[src/rtl/uart_img_tx.sv]
// Image transmitter: sends a 0x55/0xAA preamble separated by a fixed gap, then
// streams img_len bytes from memory. While idle, CPU writes pass through to the uart.
module uart_img_tx #(
  parameter int CLOCK_HZ   = 27_000_000,
  parameter int DATA_BITS  = 8,
  parameter int ADDR_WIDTH = 16,
  parameter int GAP_CYCLES = CLOCK_HZ / 100
) (
  input  logic                  clk,
  input  logic                  rst_n,
  input  logic [DATA_BITS-1:0]  tx_data,
  input  logic                  wr,
  output logic                  tx_ready,
  input  logic                  start,
  input  logic [ADDR_WIDTH-1:0] img_base,
  input  logic [ADDR_WIDTH-1:0] img_len,
  output logic [ADDR_WIDTH-1:0] mem_addr,
  output logic                  mem_rd,
  input  logic [DATA_BITS-1:0]  mem_data,
  output logic [DATA_BITS-1:0]  uart_tx_data,
  output logic                  uart_wr,
  input  logic                  uart_tx_ready,
  output logic                  busy,
  output logic                  done
);

  localparam int GAP_W = $clog2(GAP_CYCLES);
  // GAP is entered one cycle after the 0x55 write and PREAA issues 0xAA one
  // cycle after leaving GAP, so GAP lasts GAP_CYCLES-1 cycles.
  localparam logic [GAP_W-1:0]     GAP_LAST = GAP_W'(GAP_CYCLES - 2);
  localparam logic [DATA_BITS-1:0] SYNC_A   = DATA_BITS'('h55);
  localparam logic [DATA_BITS-1:0] SYNC_B   = DATA_BITS'('hAA);

  typedef enum logic [2:0] {
    IDLE, PRE55, GAP, PREAA, FETCH, LOAD, SEND, FIN
  } state_t;

  state_t                state_reg, state_next;
  logic [ADDR_WIDTH-1:0] addr_reg;
  logic [ADDR_WIDTH-1:0] rem_reg;
  logic [GAP_W-1:0]      gap_cnt_reg;
  logic [DATA_BITS-1:0]  byte_reg;

  always_ff @(posedge clk or negedge rst_n) begin
    if (!rst_n) state_reg <= IDLE;
    else        state_reg <= state_next;
  end

  always_comb begin
    state_next = state_reg;
    case (state_reg)
      IDLE:  if (start) state_next = PRE55;
      PRE55: if (uart_tx_ready) state_next = GAP;
      GAP:   if (gap_cnt_reg == GAP_LAST) state_next = PREAA;
      PREAA: if (uart_tx_ready) state_next = (rem_reg != '0) ? FETCH : FIN;
      FETCH: state_next = LOAD;
      LOAD:  state_next = SEND;
      SEND:  if (uart_tx_ready) state_next = (rem_reg == ADDR_WIDTH'(1)) ? FIN : FETCH;
      FIN:   state_next = IDLE;
      default: state_next = IDLE;
    endcase
  end

  always_comb begin
    tx_ready     = 1'b0;
    uart_wr      = 1'b0;
    uart_tx_data = byte_reg;
    mem_rd       = 1'b0;
    busy         = 1'b1;
    done         = 1'b0;
    case (state_reg)
      IDLE: begin
        busy         = 1'b0;
        tx_ready     = uart_tx_ready & ~start;
        uart_wr      = wr & uart_tx_ready & ~start;
        uart_tx_data = tx_data;
      end
      PRE55: begin
        uart_wr      = uart_tx_ready;
        uart_tx_data = SYNC_A;
      end
      PREAA: begin
        uart_wr      = uart_tx_ready;
        uart_tx_data = SYNC_B;
      end
      FETCH: mem_rd = 1'b1;
      SEND:  uart_wr = uart_tx_ready;
      FIN: begin
        busy = 1'b0;
        done = 1'b1;
      end
      default: ;
    endcase
  end

  always_ff @(posedge clk or negedge rst_n) begin
    if (!rst_n) begin
      addr_reg    <= '0;
      rem_reg     <= '0;
      gap_cnt_reg <= '0;
      byte_reg    <= '0;
    end else begin
      case (state_reg)
        IDLE: if (start) begin
          addr_reg <= img_base;
          rem_reg  <= img_len;
        end
        PRE55: gap_cnt_reg <= '0;
        GAP:   gap_cnt_reg <= gap_cnt_reg + 1'b1;
        LOAD:  byte_reg <= mem_data;
        SEND: if (uart_tx_ready) begin
          addr_reg <= addr_reg + 1'b1;
          rem_reg  <= rem_reg - 1'b1;
        end
        default: ;
      endcase
    end
  end

  assign mem_addr = addr_reg;

endmodule

[config.mk]
export PLATFORM = sky130hd
export DESIGN_NAME = uart_img_tx
export DESIGN_NICKNAME = d
export VERILOG_FILES = /design/src/rtl/uart_img_tx.sv
export SDC_FILE = /design/constraint.sdc
export NUM_CORES = 1
export LEC_CHECK = 0
export CAP_MARGIN = 20
export CORE_MARGIN = 4
export CORE_UTILIZATION = 48
export CTS_CLUSTER_SIZE = 30
export DETAILED_ROUTE_END_ITERATION = 7
export PLACE_DENSITY = 0.75
export SLEW_MARGIN = 5
export SYNTH_ARGS = -nofsm -noshare
export SYNTH_HDL_FRONTEND = slang
export SYNTH_SLANG_ARGS = --single-unit
[constraint.sdc]
create_clock -name clk -period 2.8 [get_ports clk]
set_input_delay 0.56 -clock clk [delete_from_list [all_inputs] [get_ports clk]]
set_output_delay 0.56 -clock clk [all_outputs]
set_load 0.05 [all_outputs]
==> results of run 1 <==
## per-layer routing
| metal | part of all wire, % | GRT usage (%) | vias up |
|---|---|---|---|
| met1 | 46 | 31.06 | 1819 |
| met2 | 45 | 33.12 | 153 |
| met4 | 1.9 | 8.294 | 0 |
| met5 | 0 | 0 | - |
| met3 | 7.3 | 3.597 | 16 |
| li1 | - | - | 1812 |
## metrics by stage
stage	total power (W)	instance area [µm²]	std cells
after global placement	0.004481	4644	620
after global routing	0.005712	4845	636
after detailed placement	0.004554	4644	620
after floorplan	0.003524	3716	458
after CTS	0.005366	4845	636
final	0.005347	4845	636
## cell usage after synthesis (all sizes together) (2+ instances only)
library cell	n	area [µm²]
o21ai	69	345.3
dfrtp	62	1551
a21oi	55	275.3
nand2	47	176.4
nor2	41	153.9
clkbuf	26	98.84
nand3	17	90.09
nor3	13	65.06
inv	10	37.54
mux2	10	112.6
nand4	10	62.56
nand2b	9	56.30
o22ai	8	50.05
a31oi	7	43.79
and3	6	37.54
ha	5	62.56
or3	5	37.54
a21o	4	30.03
and2	4	25.02
and4	4	35.03
or4	4	30.03
a32oi	3	26.28
buf	3	26.27
nor2b	3	18.77
a211oi	2	15.01
a22o	2	17.52
a22oi	2	15.01
a2bb2oi	2	17.52
nor3b	2	15.01
nor4	2	12.51
o211ai	2	15.01
o32ai	2	17.52
or2	2	12.51
or3b	2	17.52
## area by class of cell
cell class	instances	area share, %
Multi-Input combinational cell	357	41.40
Clock buffer	11	2.918
Clock inverter	5	1.214
Tap cell	99	2.557
Sequential cell	62	32.02
Inverter	10	0.7748
Timing Repair Buffer	92	19.11
## kinds of logic after synthesis
kind of cell	Yosys count	synth area share, %
buf+inv	39	4.377
compound gates	166	25.22
flops	62	41.75
simple gates	175	23.67
mux	11	3.300
fa+ha+maj	5	1.684
## worst max path at each step
stage | to | cells after the start
3_5_place_dp | rem_reg[2]$_DFFE_PN0P_ | 7
6_report | busy | 3
5_1_grt | busy | 3
4_1_cts | busy | 3
3_3_place_gp | rem_reg[2]$_DFFE_PN0P_ | 7
2_1_floorplan | mem_rd | 3
## power breakdown
group	internal (W)	switching, W	total, W
Clock	0.000435	0.000371	0.000806
Combinational	0.00113	0.00182	0.00295
Sequential	0.00122	0.000373	0.00159
Total	0.00278	0.00256	0.00535
## cell usage in the layout (no fill, tap or decap), types with 2 or more instances in the layout
cell,instances
nor4_1,2
nand3_1,16
nor3b_1,2
clkdlybuf4s50_1,70
dfrtp_1,62
o32ai_1,2
a21o_1,4
o21ai_0,69
nor2_1,41
clkbuf_8,10
a211oi_1,2
or3b_2,2
nand4_1,10
and4_1,4
mux2_2,10
or2_2,2
buf_12,5
nor3_1,13
nand2_1,47
o22ai_1,8
clkinvlp_4,2
buf_4,16
ha_1,5
a22o_1,2
and3_1,6
and2_1,4
a21oi_1,54
a22oi_1,2
a32oi_1,3
o211ai_1,2
or4_1,4
inv_1,10
a31oi_1,7
nor2b_1,3
a2bb2oi_1,2
nand2b_1,9
or3_1,3
==> qor.yml, run 1 <==
outcome:
  status: "complete, no violations"
cells_and_area:
  multi_input_area_mm2: 0.002006
  fin_util_pct: 65.74
  antenna_cells: 0
  largest_reg_flops: 19
  seq_area_mm2: 0.001551
  finalNetCount: 590
  drive_gt1_share_pct: 10.43
  area_delta_synth_final_pct: 30.37
  fillers: 650
clock_tree:
  cts_tree: "done"
  clkLatencyLatePin_ps: 350
  cts_resized: 0
  cts.sinks: 62
  cts_htree_levels: 3
  clk_pin_slew_ps: 80
  holdBufCountCts: 0
  cts_setup_buffers: 0
  clockBufferDepth: 2
  cts_root_buf: "clkbuf_8"
  cts_buffers: 9
logic_synthesis:
  synth_cell_types: 52
  ys_ff_latch: 62
  ys.flop_type: "dfrtp_1"
  synth_area_mm2: 0.003716
  syn_area_per_cell_um2: 8.114
  syn_inst: 458
  yosys_warnings: 0
  synth-seq-area-share_pct: 41.75
  synth_edf_count: 0
  syn_nets: 516
  synth_async_sr_flop_share_pct: 100.0
critical_path:
  r2r_cells: 7
  r2r_slack_ps: 710
  worstPathMaxFanout: 18
  cp_slowest_cell: "clkdlybuf4s50_1"
  critPathLaunchType: "register"
  end_kind: "output port"
  r2r-end: "rem_reg[14]$_DFFE_PN0P_"
  cp_slowest_stage_delay_ps: 810
  required_ps: 2240
  path_cells: "and3_1 -> nor2_1 -> clkdlybuf4s50_1"
  crit_type: "reg -> out"
  critPathBufInv: 1
  cpLargestDelayFamily: "buffers and inverters"
  cp-startpoint: "state_reg[0]$_DFFE_PN0P_"
  arrival_ps: 2100
  rr_startpoint: "rem_reg[0]$_DFFE_PN0P_"
min_path:
  hp-class: "in -> async"
grt:
  antenna_found_initial: 0
  grt_pass1_vias: 3348
  grt_pass1_wl_um: 15860
  grt_max_degree: 38
  grt_usage_pct: 21.79
  grt_overflow: 0
placement:
  gp_congestion: 0.8944
  portBuffers: 81
  hpwl_um: 6965
  dp_slack_ps: 259.7
routing:
  drt-wirelength-per-cell_um: 15.33
  postRouteAntennaNets: 0
  post_drt_via_cell_ratio: 5.975
  dr.first_iter.drc_count: 250
  vias: 3800
  first_pass_iters: 5
  routed_wl_um: 9752
  drc: 0
run:
  maxCapViolCount: 0
die:
  core_area_mm2: 0.007370
  io_pins: 82
  rows: 31
  die_w_um: 95.99
  dieArea_mm2: 0.009213
  fp.dieH_um: 95.99
  start_util_pct: 50.42
timing:
  finalCritPeriodShare_pct: 95.16
  max_freq_mhz: 375.3
  fin_crit_ps: 2664
  holdWs_ps: 237.4
  setup_tns_ps: 0
  rsz0062_at_grt: "false"
  setup_viol_count_final: 0
  report.final.slew_viol_count: 0
  setup_ws_ps: 135.5
  fin_worst_skew_ps: 9.757
  hold_viol_final: 0
  worstMarginPinSlew_ps: 682.6
  max_slew_margin_pct: 54.49
pwr:
  power_leakage_nw: 1.925
  max-vdd-ir-drop_mv: 0.5935
  power_density_mw_per_mm2: 1104
Power figures use the tool's default switching activity.
==> run 2: changes to the inputs <==
- CAP_MARGIN: 20 -> unset
- SLEW_MARGIN: 5 -> unset
==> results of run 2 <==
Final layout, timing and power as in run 1 (identical DEF).
==> run 3: changes to the inputs <==
- clock period: 2.8 -> 2.88 ns (I/O delays scaled with it)
==> qor.yml, run 3 (synthesized netlist as in run 1, its figures left out) <==
outcome:
  status: "complete, no violations"  # unchanged
timing:
  setup_viol_count_final: 0  # unchanged
  setup_tns_ps: 0  # unchanged
  fin_worst_skew_ps: 7.400  # was 9.757 ps
  rsz0062_at_grt: "false"  # unchanged
  worstMarginPinSlew_ps: 568.1  # was 682.6 ps
  report.final.slew_viol_count: 0  # unchanged
  max_freq_mhz: 382.1
  max_slew_margin_pct: 61.78  # was 54.49%
  fin_crit_ps: 2617
  setup_ws_ps: 262.9  # was 135.5 ps
  finalCritPeriodShare_pct: 90.87
  hold_viol_final: 0  # unchanged
routing:
  vias: 3730  # was 3800
  postRouteAntennaNets: 0  # unchanged
  drt-wirelength-per-cell_um: 15.34  # was 15.33 µm
  routed_wl_um: 9754  # was 9752 µm
  drc: 0  # unchanged
  post_drt_via_cell_ratio: 5.865  # was 5.975
  dr.first_iter.drc_count: 227  # was 250
  first_pass_iters: 5  # unchanged
clock_tree:
  clkLatencyLatePin_ps: 340  # was 350 ps
  cts_htree_levels: 3  # unchanged
  clk_pin_slew_ps: 70  # was 80 ps
  clockBufferDepth: 2  # unchanged
  cts_resized: 0  # unchanged
  cts_root_buf: "clkbuf_8"  # unchanged
  cts_setup_buffers: 0  # unchanged
  cts.sinks: 62  # unchanged
  cts_tree: "done"  # unchanged
  cts_buffers: 9  # unchanged
  holdBufCountCts: 0  # unchanged
run:
  maxCapViolCount: 0  # unchanged
cells_and_area:
  antenna_cells: 0  # unchanged
  final_common_cell: "clkdlybuf4s50_1"  # unchanged
  finalNetCount: 590  # unchanged
  largest_reg_flops: 19  # unchanged
  drive_gt1_share_pct: 10.24  # was 10.43%
  layout_common_cells: "clkdlybuf4s50_1, o21ai_0, dfrtp_1, a21oi_1, nand2_1"  # unchanged
  area_delta_synth_final_pct: 28.72  # was 30.37%
critical_path:
  end_kind: "output port"  # unchanged
  required_ps: 2300  # was 2240 ps
  worstPathMaxFanout: 14  # was 18
  critPathBufInv: 1  # unchanged
  arrival_ps: 2040  # was 2100 ps
  cp_slowest_cell: "clkdlybuf4s50_1"  # unchanged
  cpLargestDelayFamily: "buffers and inverters"  # unchanged
  critical_path_depth: 3  # unchanged
  cp_slowest_stage_delay_ps: 810  # about the same
  path_cells: "and3_1 -> nor2_1 -> clkdlybuf4s50_1"  # unchanged
  r2r_cells: 7  # unchanged
  crit_type: "reg -> out"  # unchanged
  critPathLaunchType: "register"  # unchanged
die:
  rows: 31  # unchanged
  die_w_um: 95.99  # unchanged
  io_pins: 82  # unchanged
  core_area_mm2: 0.007370  # unchanged
  dieArea_mm2: 0.009213  # unchanged
  start_util_pct: 50.42  # unchanged
  fp.dieH_um: 95.99  # unchanged
placement:
  gp_congestion: 0.8808  # was 0.8944
  portBuffers: 81  # unchanged
  dp_slack_ps: 285.0  # was 259.7 ps
  hpwl_um: 6857  # was 6965 µm
grt:
  grt_overflow: 0  # unchanged
  grt_pass1_wl_um: 15810  # was 15860 µm
  grt_max_degree: 38  # unchanged
  antenna_found_initial: 0  # unchanged
  grt_usage_pct: 21.68  # was 21.79%
  grt_pass1_vias: 3376  # was 3348
min_path:
  hp-class: "in -> async"  # unchanged
pwr:
  power_leakage_nw: 1.907  # was 1.925 nW
  power_density_mw_per_mm2: 1060  # was 1104 mW/mm²
  max-vdd-ir-drop_mv: 0.5121  # was 0.5935 mV
## run 3: changes by cell type in the layout (fill, tap and decap cells not counted), sizes merged
| cell | previous run | this run |
|---|---|---|
| clkinv | 2 | 1 |
| clkinvlp | 2 | 1 |
| clkbuf | 11 | 13 |
## run 3: routing by layer
metal	share of wire, %	GRT usage (%)	vias to the layer above
li1	-	-	1820
met1	46	29.66	1763
met2	45	34.10	133
met3	7.7	5.238	14
met4	1.4	6.280	0
met5	0	0	-
## run 3: final cells by class
type	instances	area (µm²)
clock inverter	3	42.54
multi-input combinational	357	2006
clock buffer	13	158.9
inverter	10	37.54
tap	99	123.9
sequential	62	1551
fill	606	2586
timing repair buffer	92	863.3
## run 3: path summary, 6_finish.rpt
kind	from	endpoint	slack (ps)
max	state_reg[0]$_DFFE_PN0P_	busy	260
min	rst_n	gap_cnt_reg[14]$_DFFE_PN0P_	150
max reg2reg	rem_reg[0]$_DFFE_PN0P_	rem_reg[14]$_DFFE_PN0P_	730
min reg2reg	gap_cnt_reg[12]$_DFFE_PN0P_	gap_cnt_reg[12]$_DFFE_PN0P_	480
max in group asynchronous	rst_n	rem_reg[11]$_DFFE_PN0P_	2030
min in group clk	gap_cnt_reg[12]$_DFFE_PN0P_	gap_cnt_reg[12]$_DFFE_PN0P_	480
## run 3: where the power goes
part	switching, W	total, W	internal, W
logic	0.00176	0.00274	0.000979
registers	0.000349	0.00153	0.00119
clock network	0.000350	0.000796	0.000447
total	0.00246	0.00507	0.00261
## run 3: through the flow
step	std cells	total power [W]	hold WS (ps)	instance area, µm²	utilization [%]
floorplan	458	0.003426	280.4	3716	-
global placement	620	0.004217	469.7	4582	62.17
detailed placement	620	0.004283	465.3	4582	62.17
CTS	636	0.005083	172.6	4783	64.91
global route	636	0.005419	184.6	4783	64.91
finish	636	0.005068	154.8	4783	64.91
## run 3: worst register-to-register path: stages (launching register included)
cell     delay (ps)
dfrtp_1         420
inv_1           110
ha_1            220
or3b_2          550
nor2_1          340
a31oi_1         140
o21ai_0         160
o21ai_0          90
